<file path="src/rtl/rv32_mem_pkg.sv">
`default_nettype none
//==============================================================================
// rv32_mem_pkg : shared FSM encodings and requester IDs for mem_arb_rv32.
// Rev 1.0
//==============================================================================
package rv32_mem_pkg;

  localparam logic [1:0] c_ST_IDLE  = 2'd0;
  localparam logic [1:0] c_ST_IBUSY = 2'd1;
  localparam logic [1:0] c_ST_DBUSY = 2'd2;
  localparam logic [1:0] c_ST_IDROP = 2'd3;

  typedef enum logic [1:0] {
    IDLE  = c_ST_IDLE,
    IBUSY = c_ST_IBUSY,
    DBUSY = c_ST_DBUSY,
    IDROP = c_ST_IDROP
  } state_t;

  // Requester IDs double as round-robin pointer values.
  localparam logic REQ_I = 1'b0;
  localparam logic REQ_D = 1'b1;

endpackage
`default_nettype wire

</file>
<file path="src/rtl/mem_arb_rv32_if.sv">
`default_nettype none
//==============================================================================
// mem_arb_rv32_if : fetch, data and memory-bus signals of mem_arb_rv32.
// master = arbiter view, slave = core/memory view.  Rev 1.0
//==============================================================================
interface mem_arb_rv32_if #(
  parameter int AW = 32,
  parameter int DW = 32
);
  logic          iIReq;
  logic [AW-1:0] iIAddr;
  logic          iFlush;
  logic [DW-1:0] oIRData;
  logic          oIValid;
  logic          oIStall;

  logic          iDReq;
  logic          iDWe;
  logic [AW-1:0] iDAddr;
  logic [DW-1:0] iDWData;
  logic [3:0]    iDBe;
  logic [DW-1:0] oDRData;
  logic          oDValid;
  logic          oDStall;

  logic          oBusReq;
  logic          oBusWe;
  logic [AW-1:0] oBusAddr;
  logic [DW-1:0] oBusWData;
  logic [3:0]    oBusBe;
  logic          iBusAck;
  logic [DW-1:0] iBusRData;

  modport master (
    input  iIReq, iIAddr, iFlush, iDReq, iDWe, iDAddr, iDWData, iDBe,
           iBusAck, iBusRData,
    output oIRData, oIValid, oIStall, oDRData, oDValid, oDStall,
           oBusReq, oBusWe, oBusAddr, oBusWData, oBusBe
  );

  modport slave (
    output iIReq, iIAddr, iFlush, iDReq, iDWe, iDAddr, iDWData, iDBe,
           iBusAck, iBusRData,
    input  oIRData, oIValid, oIStall, oDRData, oDValid, oDStall,
           oBusReq, oBusWe, oBusAddr, oBusWData, oBusBe
  );
endinterface
`default_nettype wire

</file>
<file path="src/rtl/mem_arb_pick_rv32.sv">
`default_nettype none
//==============================================================================
// mem_arb_pick_rv32 : grant selection between eligible fetch and data sides.
// MEM_ARB_RR_EN adds a 1-bit round-robin pointer; otherwise data wins.  Rev 1.0
//==============================================================================
module mem_arb_pick_rv32
  import rv32_mem_pkg::*;
(
`ifdef MEM_ARB_RR_EN
  input  logic iCLK,
  input  logic iRST,
`endif
  input  logic iEligI,
  input  logic iEligD,
  output logic oGrantI,
  output logic oGrantD
);

`ifdef MEM_ARB_RR_EN
  logic rPtr;

  // Pointer names the side that wins the next conflict.
  always_ff @(posedge iCLK) begin
    if (iRST) begin
      rPtr <= REQ_D;
    end else if (oGrantD) begin
      rPtr <= REQ_I;
    end else if (oGrantI) begin
      rPtr <= REQ_D;
    end
  end

  always_comb begin
    oGrantD = iEligD & (~iEligI | (rPtr == REQ_D));
    oGrantI = iEligI & ~oGrantD;
  end
`else
  always_comb begin
    oGrantD = iEligD;
    oGrantI = iEligI & ~iEligD;
  end
`endif

endmodule
`default_nettype wire

</file>
<file path="src/rtl/mem_arb_rv32.sv">
`default_nettype none
//==============================================================================
// mem_arb_rv32 : one-transaction-at-a-time fetch/MEM arbiter for a req/ack bus.
// Optional MEM_ARB_RR_EN: round-robin instead of data-first conflicts.  Rev 1.0
//==============================================================================
module mem_arb_rv32
  import rv32_mem_pkg::*;
#(
  parameter int AW = 32,
  parameter int DW = 32
) (
  input  logic           iCLK,
  input  logic           iRST,
  mem_arb_rv32_if.master arb
);

  localparam logic [AW-1:0] c_ALIGN = {{(AW-2){1'b1}}, 2'b00};

  state_t        rState;
  state_t        wNext;
  logic          wEligI;
  logic          wEligD;
  logic          wGrantI;
  logic          wGrantD;
  logic          rIValid;
  logic          rDValid;
  logic [DW-1:0] rIRData;
  logic [DW-1:0] rDRData;
  logic          rBusWe;
  logic [AW-1:0] rBusAddr;
  logic [DW-1:0] rBusWData;
  logic [3:0]    rBusBe;

  // A side whose valid is up this cycle is finishing, so it is not re-granted.
  assign wEligI = (rState == IDLE) & arb.iIReq & ~rIValid & ~arb.iFlush;
  assign wEligD = (rState == IDLE) & arb.iDReq & ~rDValid;

  mem_arb_pick_rv32 uPick (
`ifdef MEM_ARB_RR_EN
    .iCLK    (iCLK),
    .iRST    (iRST),
`endif
    .iEligI  (wEligI),
    .iEligD  (wEligD),
    .oGrantI (wGrantI),
    .oGrantD (wGrantD)
  );

  always_ff @(posedge iCLK) begin
    if (iRST) rState <= IDLE;
    else      rState <= wNext;
  end

  always_comb begin
    wNext = rState;
    case (rState)
      IDLE:    if (wGrantD) wNext = DBUSY;
               else if (wGrantI) wNext = IBUSY;
      IBUSY:   if (arb.iBusAck) wNext = IDLE;
               else if (arb.iFlush) wNext = IDROP;
      DBUSY:   if (arb.iBusAck) wNext = IDLE;
      IDROP:   if (arb.iBusAck) wNext = IDLE;
      default: wNext = IDLE;
    endcase
  end

  always_ff @(posedge iCLK) begin
    if (iRST) begin
      rIValid   <= 1'b0;
      rDValid   <= 1'b0;
      rIRData   <= '0;
      rDRData   <= '0;
      rBusWe    <= 1'b0;
      rBusAddr  <= '0;
      rBusWData <= '0;
      rBusBe    <= 4'h0;
    end else begin
      // A flush coinciding with the ack throws the fetched word away.
      rIValid <= (rState == IBUSY) & arb.iBusAck & ~arb.iFlush;
      rDValid <= (rState == DBUSY) & arb.iBusAck;
      if ((rState == IBUSY) && arb.iBusAck && !arb.iFlush) rIRData <= arb.iBusRData;
      if ((rState == DBUSY) && arb.iBusAck) rDRData <= arb.iBusRData;
      if (wGrantD) begin
        rBusWe    <= arb.iDWe;
        rBusAddr  <= arb.iDAddr & c_ALIGN;
        rBusWData <= arb.iDWData;
        rBusBe    <= arb.iDBe;
      end else if (wGrantI) begin
        rBusWe    <= 1'b0;
        rBusAddr  <= arb.iIAddr & c_ALIGN;
        rBusWData <= '0;
        rBusBe    <= 4'hF;
      end
    end
  end

  assign arb.oBusReq   = (rState != IDLE);
  assign arb.oBusWe    = rBusWe;
  assign arb.oBusAddr  = rBusAddr;
  assign arb.oBusWData = rBusWData;
  assign arb.oBusBe    = rBusBe;
  assign arb.oIRData   = rIRData;
  assign arb.oIValid   = rIValid;
  assign arb.oIStall   = arb.iIReq & ~rIValid;
  assign arb.oDRData   = rDRData;
  assign arb.oDValid   = rDValid;
  assign arb.oDStall   = arb.iDReq & ~rDValid;

endmodule
`default_nettype wire

</file>
<file path="src/flat_wrapper.sv">
// flat-port wrapper written by rule: the top's interface ports become plain ports
module mem_arb_rv32_flat import rv32_mem_pkg::*;
#(
  parameter int AW = 32,
  parameter int DW = 32
)
  (iCLK, iRST, arb_iIReq, arb_iIAddr, arb_iFlush, arb_iDReq, arb_iDWe, arb_iDAddr, arb_iDWData, arb_iDBe, arb_iBusAck, arb_iBusRData, arb_oIRData, arb_oIValid, arb_oIStall, arb_oDRData, arb_oDValid, arb_oDStall, arb_oBusReq, arb_oBusWe, arb_oBusAddr, arb_oBusWData, arb_oBusBe);
  mem_arb_rv32_if #(.AW(AW), .DW(DW)) arb_i ();
  input  logic iCLK;
  input  logic iRST;
  input wire logic [$bits(arb_i.iIReq)-1:0] arb_iIReq;
  input wire logic [$bits(arb_i.iIAddr)-1:0] arb_iIAddr;
  input wire logic [$bits(arb_i.iFlush)-1:0] arb_iFlush;
  input wire logic [$bits(arb_i.iDReq)-1:0] arb_iDReq;
  input wire logic [$bits(arb_i.iDWe)-1:0] arb_iDWe;
  input wire logic [$bits(arb_i.iDAddr)-1:0] arb_iDAddr;
  input wire logic [$bits(arb_i.iDWData)-1:0] arb_iDWData;
  input wire logic [$bits(arb_i.iDBe)-1:0] arb_iDBe;
  input wire logic [$bits(arb_i.iBusAck)-1:0] arb_iBusAck;
  input wire logic [$bits(arb_i.iBusRData)-1:0] arb_iBusRData;
  output wire logic [$bits(arb_i.oIRData)-1:0] arb_oIRData;
  output wire logic [$bits(arb_i.oIValid)-1:0] arb_oIValid;
  output wire logic [$bits(arb_i.oIStall)-1:0] arb_oIStall;
  output wire logic [$bits(arb_i.oDRData)-1:0] arb_oDRData;
  output wire logic [$bits(arb_i.oDValid)-1:0] arb_oDValid;
  output wire logic [$bits(arb_i.oDStall)-1:0] arb_oDStall;
  output wire logic [$bits(arb_i.oBusReq)-1:0] arb_oBusReq;
  output wire logic [$bits(arb_i.oBusWe)-1:0] arb_oBusWe;
  output wire logic [$bits(arb_i.oBusAddr)-1:0] arb_oBusAddr;
  output wire logic [$bits(arb_i.oBusWData)-1:0] arb_oBusWData;
  output wire logic [$bits(arb_i.oBusBe)-1:0] arb_oBusBe;
  assign arb_i.iIReq = arb_iIReq;
  assign arb_i.iIAddr = arb_iIAddr;
  assign arb_i.iFlush = arb_iFlush;
  assign arb_i.iDReq = arb_iDReq;
  assign arb_i.iDWe = arb_iDWe;
  assign arb_i.iDAddr = arb_iDAddr;
  assign arb_i.iDWData = arb_iDWData;
  assign arb_i.iDBe = arb_iDBe;
  assign arb_i.iBusAck = arb_iBusAck;
  assign arb_i.iBusRData = arb_iBusRData;
  assign arb_oIRData = arb_i.oIRData;
  assign arb_oIValid = arb_i.oIValid;
  assign arb_oIStall = arb_i.oIStall;
  assign arb_oDRData = arb_i.oDRData;
  assign arb_oDValid = arb_i.oDValid;
  assign arb_oDStall = arb_i.oDStall;
  assign arb_oBusReq = arb_i.oBusReq;
  assign arb_oBusWe = arb_i.oBusWe;
  assign arb_oBusAddr = arb_i.oBusAddr;
  assign arb_oBusWData = arb_i.oBusWData;
  assign arb_oBusBe = arb_i.oBusBe;
  mem_arb_rv32 #(.AW(AW), .DW(DW)) u_core (.iCLK(iCLK), .iRST(iRST), .arb(arb_i));
endmodule
</file>
<file path="config.mk">
export PLATFORM = sky130hd
export DESIGN_NAME = mem_arb_rv32_flat
export DESIGN_NICKNAME = d
export VERILOG_FILES = /design/src/rtl/rv32_mem_pkg.sv /design/src/rtl/mem_arb_rv32_if.sv /design/src/rtl/mem_arb_pick_rv32.sv /design/src/rtl/mem_arb_rv32.sv /design/src/flat_wrapper.sv
export SDC_FILE = /design/constraint.sdc
export NUM_CORES = 1
export LEC_CHECK = 0
export ABC_AREA = 1
export CORE_UTILIZATION = 44
export DETAILED_ROUTE_END_ITERATION = 8
export PLACE_DENSITY = 0.95
export SETUP_SLACK_MARGIN = 0.1
export SLEW_MARGIN = 25
export SYNTH_ARGS = -nofsm -noshare
export SYNTH_HDL_FRONTEND = slang
export SYNTH_SLANG_ARGS = --single-unit
</file>
<file path="constraint.sdc">
create_clock -name iCLK -period 3.93 [get_ports iCLK]
set_clock_uncertainty 0.05 [all_clocks]
set_input_delay 0.393 -clock iCLK [delete_from_list [all_inputs] [get_ports iCLK]]
set_output_delay 0.393 -clock iCLK [all_outputs]
set_load 0.01 [all_outputs]
</file>
==> results of run 1 <==
[area by class of cell]
| type | instances | area (um2) | area share, % |
|---|---|---|---|
| Clock buffer | 21 | 470 | 5.31 |
| Clock inverter | 9 | 125 | 1.41 |
| Inverter | 54 | 203 | 2.29 |
| Multi-Input combinational cell | 544 | 2380 | 26.8 |
| Sequential cell | 135 | 2700 | 30.5 |
| Tap cell | 168 | 210 | 2.37 |
| Timing Repair Buffer | 280 | 2770 | 31.3 |
[worst reg2reg max path, delay by kind of cell (launching register included)]
kind	cells	cell delay (ns)
buffers and inverters	2	0.88
DFF	1	0.36
and+or+nand+nor	3	0.95
AOI/OAI and AO/OA	1	0.09
[final timing paths]
kind,end,slack [ns],cells past startpoint
worst min register to register,u_core.arb.oIRData[8],0.41,2
worst min-delay path,u_core.arb.oIRData[8],0.41,2
worst max-delay path,u_core.arb.oBusWData[11],1.44,6
worst max register to register,u_core.arb.oBusWData[11],1.44,6
[placed cells by master, fill, tap and decap left out, types with 4 or more instances in the layout]
| cell | n |
|---|---|
| a21oi_1 | 66 |
| buf_4 | 10 |
| clkbuf_16 | 17 |
| clkdlybuf4s50_1 | 269 |
| clkinv_2 | 4 |
| dfxtp_1 | 135 |
| inv_1 | 49 |
| inv_2 | 4 |
| nand2_1 | 169 |
| nand3_1 | 130 |
| nor2_1 | 130 |
| o21ai_0 | 38 |
[where the power goes]
| group | switching (mW) | internal [mW] | leakage [nW] |
|---|---|---|---|
| Clock | 0.567 | 1.04 | 0.291 |
| Combinational | 0.642 | 0.576 | 2.19 |
| Sequential | 0.0829 | 1.53 | 1.10 |
[cells by family after synthesis]
group,synth area share (%)
buffers and inverters,8.68
other,0.0675
and+or+nand+nor,33.2
AOI/OAI and AO/OA,9.38
DFF,48.7
[sequential cells by signal (all words and copies together) (netlist names)]
signal,cells
u_core.arb.oDRData,32
u_core.arb.oBusBe,4
u_core.arb.oDValid,1
u_core.rState,2
u_core.arb.oBusWData,32
u_core.arb.oIRData,32
u_core.arb.oBusWe,1
u_core.arb.oIValid,1
u_core.arb.oBusAddr,30
[cell usage after synthesis, drive strengths merged]
cell type / instances
buf: 37
dfxtp: 135
conb: 1
nand3: 131
nand2: 171
nand4: 1
o21ai: 38
a21oi: 66
inv: 54
clkbuf: 23
nor2: 135
[through the flow]
step / hold WS, ns / setup slack, ns / utilization, % / instance area [um2] / power (mW)
2_1_floorplan: 0.434 / 2.58 / - / 5560 / 2.27
3_3_place_gp: 0.397 / 1.25 / 67.9 / 8260 / 2.81
4_1_cts: 0.411 / 1.41 / 72.8 / 8860 / 4.45
5_1_grt: 0.425 / 1.24 / 72.8 / 8860 / 4.65
3_5_place_dp: 0.405 / 1.26 / 68.0 / 8260 / 2.85
6_report: 0.408 / 1.44 / 72.8 / 8860 / 4.43
[metal layers]
layer | vias up | routed length [um] | GRT usage [%]
li1 | 3005 | - | -
met1 | 2797 | 6840 | 28.6
met2 | 278 | 8970 | 49.1
met3 | 39 | 1810 | 10.3
met4 | 0 | 492 | 11.6
met5 | - | 0 | 0
==> flow_summary.ini, run 1 <==
[run_status]
status = finished, final reports clean

[floorplanning]
boundaryPins = 277
die_h_um = 114
initial_core_util_pct = 45.6
rows = 40
dieArea_um2 = 13100
die_w_um = 114
core_um2 = 12200

[worst_setup_path]
critPathMaxFanout = 39
crit_top_cell = buf_4
path_buf_inv = 2
critPathLaunch = u_core.rState[1]
cp-end-kind = flop
cp_slowest_cell = nand3_2
critPathKind = reg -> reg
r2r_start = u_core.rState[1]
worstPathRequired_ns = 4.13
slowest_delay_ns = 0.71
crit_chain = nor2_4 > buf_4 > nand3_2 > buf_4 > nand3_1 > a21oi_1
cp_top_family = simple AND/OR/NAND/NOR gates
crit_arrival_ns = 2.70
startpoint_type = flop

[clock_tree]
cts_resized = 0
clock_latency_ns = 0.41
clockBufferDepth = 2
cts_root_buf = clkbuf_16
postCtsSetupRepairBufs = 0
clock_sinks = 135
cts_tree = done
numCtsBuffers = 17
htreeDepth = 4
path_clk_slew_ns = 0.06
holdBufCountCts = 0

[timing]
fin_tns_setup_ns = 0
maxSlewViolCount = 0
rsz0062_at_grt = false
final_hold_viol_count = 0
fmax_mhz = 401
tightestPinTransition_ns = 0.982
slew_headroom_pct = 34.5
period_minus_slack_ns = 2.49
min_period_over_period_pct = 63.4
finalSetupViolations = 0

[cells_and_area]
drive_gt1_share_pct = 4.99
finalNetCount = 1171
nFillCells = 916
antennaDiodeCount = 0
stdcell_count = 1211
area_growth_pct = 59.6

[drt]
vias = 6119
via_per_inst = 5.05
drtPass1Iterations = 6
wl_per_cell_um = 15.0
drc = 0
wl_um = 18100
final_antenna_net_count = 0
drt_iter0_drc = 516

[placement]
place.gp.congestion = 0.757
io_buffers = 270
dp_cells = 1181
dp_hpwl_um = 12200

[grt]
grt_pass1_vias = 5853
grt-ovfl-total = 0
grt_first_pass_wirelength_um = 28000
grt_max_degree = 99
grt_usage_pct = 27.4
antenna_found_initial = 0

[logic_synthesis]
synth_area_leaders = dfxtp_1, nand3_1, nand2_1, nor2_1, a21oi_1
yosys_warnings = 0
synth_top_area_cell = dfxtp_1
synth_area_per_cell_um2 = 7.01
syn_area_um2 = 5550
synth_top_area_share_pct = 48.7
yosysUniqueCellTypes = 17
ys_seq_area_share_pct = 48.7
synth_seq_cells = 135
syn_inst = 792

[power]
p_per_area_nw_per_um2 = 500
max-vdd-ir-drop_mv = 0.312
leakagePower_nw = 3.58

[flow_run]
maxCapViolations = 0

[min_path]
min_path_type = reg -> reg
min-delay-start = u_core.arb.oIRData[8]
No activity file was read; power rests on OpenSTA's default activity.
==> run 2, diff against run 1 <==
--- a/config.mk
+++ b/config.mk
@@ -6,9 +6,9 @@
 export NUM_CORES = 1
 export LEC_CHECK = 0
 export ABC_AREA = 1
-export CORE_UTILIZATION = 44
+export CORE_UTILIZATION = 40
 export DETAILED_ROUTE_END_ITERATION = 8
-export PLACE_DENSITY = 0.95
+export PLACE_DENSITY = 0.89
 export SETUP_SLACK_MARGIN = 0.1
 export SLEW_MARGIN = 25
 export SYNTH_ARGS = -nofsm -noshare
==> constraint.sdc (replaced) <==
create_clock -name iCLK -period 2.5 [get_ports iCLK]
set_clock_uncertainty 0.05 [all_clocks]
set_input_delay 0.25 -clock iCLK [delete_from_list [all_inputs] [get_ports iCLK]]
set_output_delay 0.25 -clock iCLK [all_outputs]
set_load 0.01 [all_outputs]
==> flow_summary.ini, run 2 (same netlist as run 1, synthesis figures left out) <==
[run_status]
status = finished, final reports clean

[drt]
wl_per_cell_um = 14.6
drc = 0
via_per_inst = 4.93
drt_iter0_drc = 383
drtPass1Iterations = 5
vias = 6061
wl_um = 18000
final_antenna_net_count = 0

[worst_setup_path]
critPathKind = reg -> out
slowest_delay_ns = 0.54
crit_chain = nor2_2 > buf_4 > clkdlybuf4s50_1
path_buf_inv = 2
worstPathRequired_ns = 2.20
startpoint_type = flop
cp_top_family = buffers and inverters
cp-end-kind = primary output
critPathMaxFanout = 8
crit_arrival_ns = 1.71
cp_slowest_cell = clkdlybuf4s50_1

[timing]
tightestPinTransition_ns = 0.746
hold_slack_ns = 0.304
maxSlewViolCount = 0
final_hold_viol_count = 0
min_period_over_period_pct = 80.5
rsz0062_at_grt = false
fmax_mhz = 497
period_minus_slack_ns = 2.01
slew_headroom_pct = 50.3
fin_tns_setup_ns = 0
finalSetupViolations = 0

[clock_tree]
numCtsBuffers = 17
htreeDepth = 4
clockBufferDepth = 2
clock_latency_ns = 0.41
cts_tree = done
cts_root_buf = clkbuf_16
postCtsSetupRepairBufs = 0
path_clk_slew_ns = 0.06
holdBufCountCts = 0
clock_sinks = 135
cts_resized = 0

[floorplanning]
core_um2 = 13400
boundaryPins = 277
initial_core_util_pct = 41.4
rows = 42
die_w_um = 120
dieArea_um2 = 14400
die_h_um = 120

[power]
p_per_area_nw_per_um2 = 782
leakagePower_nw = 3.63
max-vdd-ir-drop_mv = 0.495
total_power_mw = 7.01

[cells_and_area]
antennaDiodeCount = 0
layout_commonest_cell = clkdlybuf4s50_1
drive_gt1_share_pct = 5.60
area_growth_pct = 61.3
utilization_pct = 66.8
fin_area_um2 = 8960
finalNetCount = 1179
mostFrequentLayoutCells = clkdlybuf4s50_1, nand2_1, dfxtp_1, nor2_1, nand3_1

[grt]
grt_first_pass_wirelength_um = 28300
grt_usage_pct = 24.9
grt_max_degree = 68
antenna_found_initial = 0
grt_pass1_vias = 5858
grt-ovfl-total = 0

[placement]
place.gp.congestion = 0.821
io_buffers = 270
placed_area_um2 = 8360
dp_hpwl_um = 12300

[min_path]
min_path_type = in -> reg

[flow_run]
maxCapViolations = 0
-- run 2: tightest hold or removal path, stage by stage --
cell	delay, ns
buf_2	0.10
inv_2	0.19
o21ai_0	0.14
nor2_1	0.04
-- run 2: through the flow --
stage               setup slack (ns)  cells
global placement               0.538   1197
CTS                            0.459   1229
finish                         0.487   1229
floorplan                       1.18    793
detailed placement             0.502   1197
global route                   0.386   1229
-- run 2: final timing paths --
| kind | from | to | slack (ns) | depth (start not counted) |
|---|---|---|---|---|
| setup / recovery | u_core.arb.oDValid | arb_oDStall | 0.49 | 3 |
| hold / removal | iRST | u_core.arb.oDRData[1] | 0.30 | 4 |
| setup reg to reg | u_core.rState[1] | u_core.arb.oBusWData[24] | 0.77 | 6 |
| hold reg to reg | u_core.arb.oIRData[26] | u_core.arb.oIRData[26] | 0.41 | 2 |
-- run 2: area by class of cell --
cell class | count | area (um2)
inverters | 54 | 203
repair buffers | 288 | 2860
flip-flops and latches | 135 | 2700
fillers | 1106 | 4440
multi-input cells | 544 | 2370
well taps | 176 | 220
clock buffers | 21 | 450
clock inverters | 11 | 150
-- run 2: report_power, final --
group	switching (mW)	total [mW]	internal (mW)
clock network	0.933	2.53	1.60
registers	0.131	2.53	2.40
logic	1.01	1.94	0.937
-- run 2: routing by layer --
layer	share of wire [%]	global-route usage, %
met5	0	0
met4	2.8	10.9
met3	9.1	8.70
met2	49	43.8
met1	39	26.9
==> run 3, diff against run 2 <==
==> constraint.sdc (replaced) <==
create_clock -name iCLK -period 2.1 [get_ports iCLK]
set_clock_uncertainty 0.05 [all_clocks]
set_input_delay 0.21 -clock iCLK [delete_from_list [all_inputs] [get_ports iCLK]]
set_output_delay 0.21 -clock iCLK [all_outputs]
set_load 0.01 [all_outputs]
==> flow_summary.ini, run 3 (same netlist as run 1, synthesis figures left out) <==
[power]
total_power_mw = 8.23
power.internal_mw = 5.76
pwr-share-seq_pct = 36.6
power_frac_clock_pct = 35.0
leakagePower_nw = 3.64
max-vdd-ir-drop_mv = 0.580
p_comb_share_pct = 28.3
p_per_area_nw_per_um2 = 917
switching_share_pct = 29.9
p_sw_mw = 2.46

[floorplanning]
die_w_um = 120
core_um2 = 13400
rows = 42
boundaryPins = 277
initial_core_util_pct = 41.4
dieArea_um2 = 14400
die_h_um = 120

[worst_setup_path]
crit_chain = nor2_4 > inv_2 > clkdlybuf4s50_1
startpoint_type = flop
r2r_start = u_core.rState[1]
slowest_delay_ns = 0.51
critPathKind = reg -> out
worstPathRequired_ns = 1.84
cp_slowest_cell = clkdlybuf4s50_1
crit_arrival_ns = 1.69
critPathMaxFanout = 12
critPathLaunch = u_core.rState[0]
cp-end-kind = primary output

[placement]
io_buffers = 270
place.gp.congestion = 0.817
dp_hpwl_um = 12400
dp_cells = 1199
placed_area_um2 = 8400
dp_slack_ns = 0.218

[drt]
wl_um = 17900
drc = 0
drtPass1Iterations = 6
drt_iter0_drc = 434
via_per_inst = 4.92
wl_per_cell_um = 14.6
final_antenna_net_count = 0
vias = 6053

[cells_and_area]
antennaDiodeCount = 0
mostFrequentLayoutCells = clkdlybuf4s50_1, nand2_1, dfxtp_1, nor2_1, nand3_1
nFillCells = 1097
drive_gt1_share_pct = 5.88
layout_commonest_cell = clkdlybuf4s50_1
fin_area_um2 = 8970
stdcell_count = 1231
finalNetCount = 1181
area_growth_pct = 61.6
utilization_pct = 66.9

[clock_tree]
holdBufCountCts = 0
clock_latency_ns = 0.41
numCtsBuffers = 17
cts_tree = done
htreeDepth = 4
cts_root_buf = clkbuf_16
cts_resized = 0
clockBufferDepth = 2
postCtsSetupRepairBufs = 0
path_clk_slew_ns = 0.06
clock_sinks = 135

[timing]
min_period_over_period_pct = 92.9
hold_slack_ns = 0.218
fin_tns_setup_ns = 0
fmax_mhz = 513
maxSlewViolCount = 0
tightestPinTransition_ns = 0.761
slew_headroom_pct = 49.3
rsz0062_at_grt = false
period_minus_slack_ns = 1.95
final_hold_viol_count = 0
finalSetupViolations = 0
setup_ws_ns = 0.149

[run_status]
status = finished, final reports clean

[min_path]
min-delay-start = iRST
min_path_type = in -> reg

[grt]
grt_usage_pct = 25.0
grt_max_degree = 68
grt-ovfl-total = 0
grt_first_pass_wirelength_um = 28500
antenna_found_initial = 0
grt_pass1_vias = 5794

[flow_run]
maxCapViolations = 0
-- run 3: cell count changes in the layout (fill, tap and decap cells not counted) --
cell | previous run | this run
buf_12 | 2 | 4
clkinv_4 | 4 | 1
inv_6 | 0 | 1
clkinvlp_4 | 2 | 4
bufinv_16 | 3 | 2
clkinv_2 | 2 | 4
clkbuf_1 | 3 | 2
-- run 3: path summary, 6_finish.rpt --
path / end / depth (start not counted) / slack [ns]
min reg2reg: u_core.arb.oIRData[23] / 2 / 0.41
min: u_core.arb.oBusAddr[9] / 4 / 0.22
max: arb_oBusReq / 3 / 0.15
max reg2reg: u_core.arb.oBusAddr[4] / 7 / 0.42
-- run 3: metal layers --
layer	up-vias	GRT usage, %	routed length, um
li1	3024	-	-
met1	2731	27.0	6980
met2	258	44.0	8740
met3	40	9.17	1740
met4	0	10.3	456
met5	-	0	0
-- run 3: layout make-up --
type                            count  area [um2]  share of cell area (%)
Clock buffer                       20         447                    4.98
Clock inverter                     12         128                    1.42
Inverter                           54         203                    2.26
Multi-Input combinational cell    544        2370                    26.5
Sequential cell                   135        2700                    30.1
Tap cell                          176         220                    2.45
Timing Repair Buffer              290        2900                    32.3
-- run 3: critical path, delay by kind of cell (launching register included) --
kind	cells	cell delay (ns)
buffers and inverters	2	0.57
DFF	1	0.36
and+or+nand+nor	1	0.35
-- run 3: power groups by stage --
| stage | combinational (mW) | clock [mW] | sequential [mW] |
|---|---|---|---|
| 2_1_floorplan | 1.05 | 0 | 3.20 |
| 3_3_place_gp | 2.29 | 0 | 3.05 |
| 3_5_place_dp | 2.33 | 0 | 3.07 |
| 4_1_cts | 2.34 | 2.93 | 3.02 |
| 5_1_grt | 2.56 | 3.05 | 3.05 |
| 6_report | 2.33 | 2.88 | 3.01 |
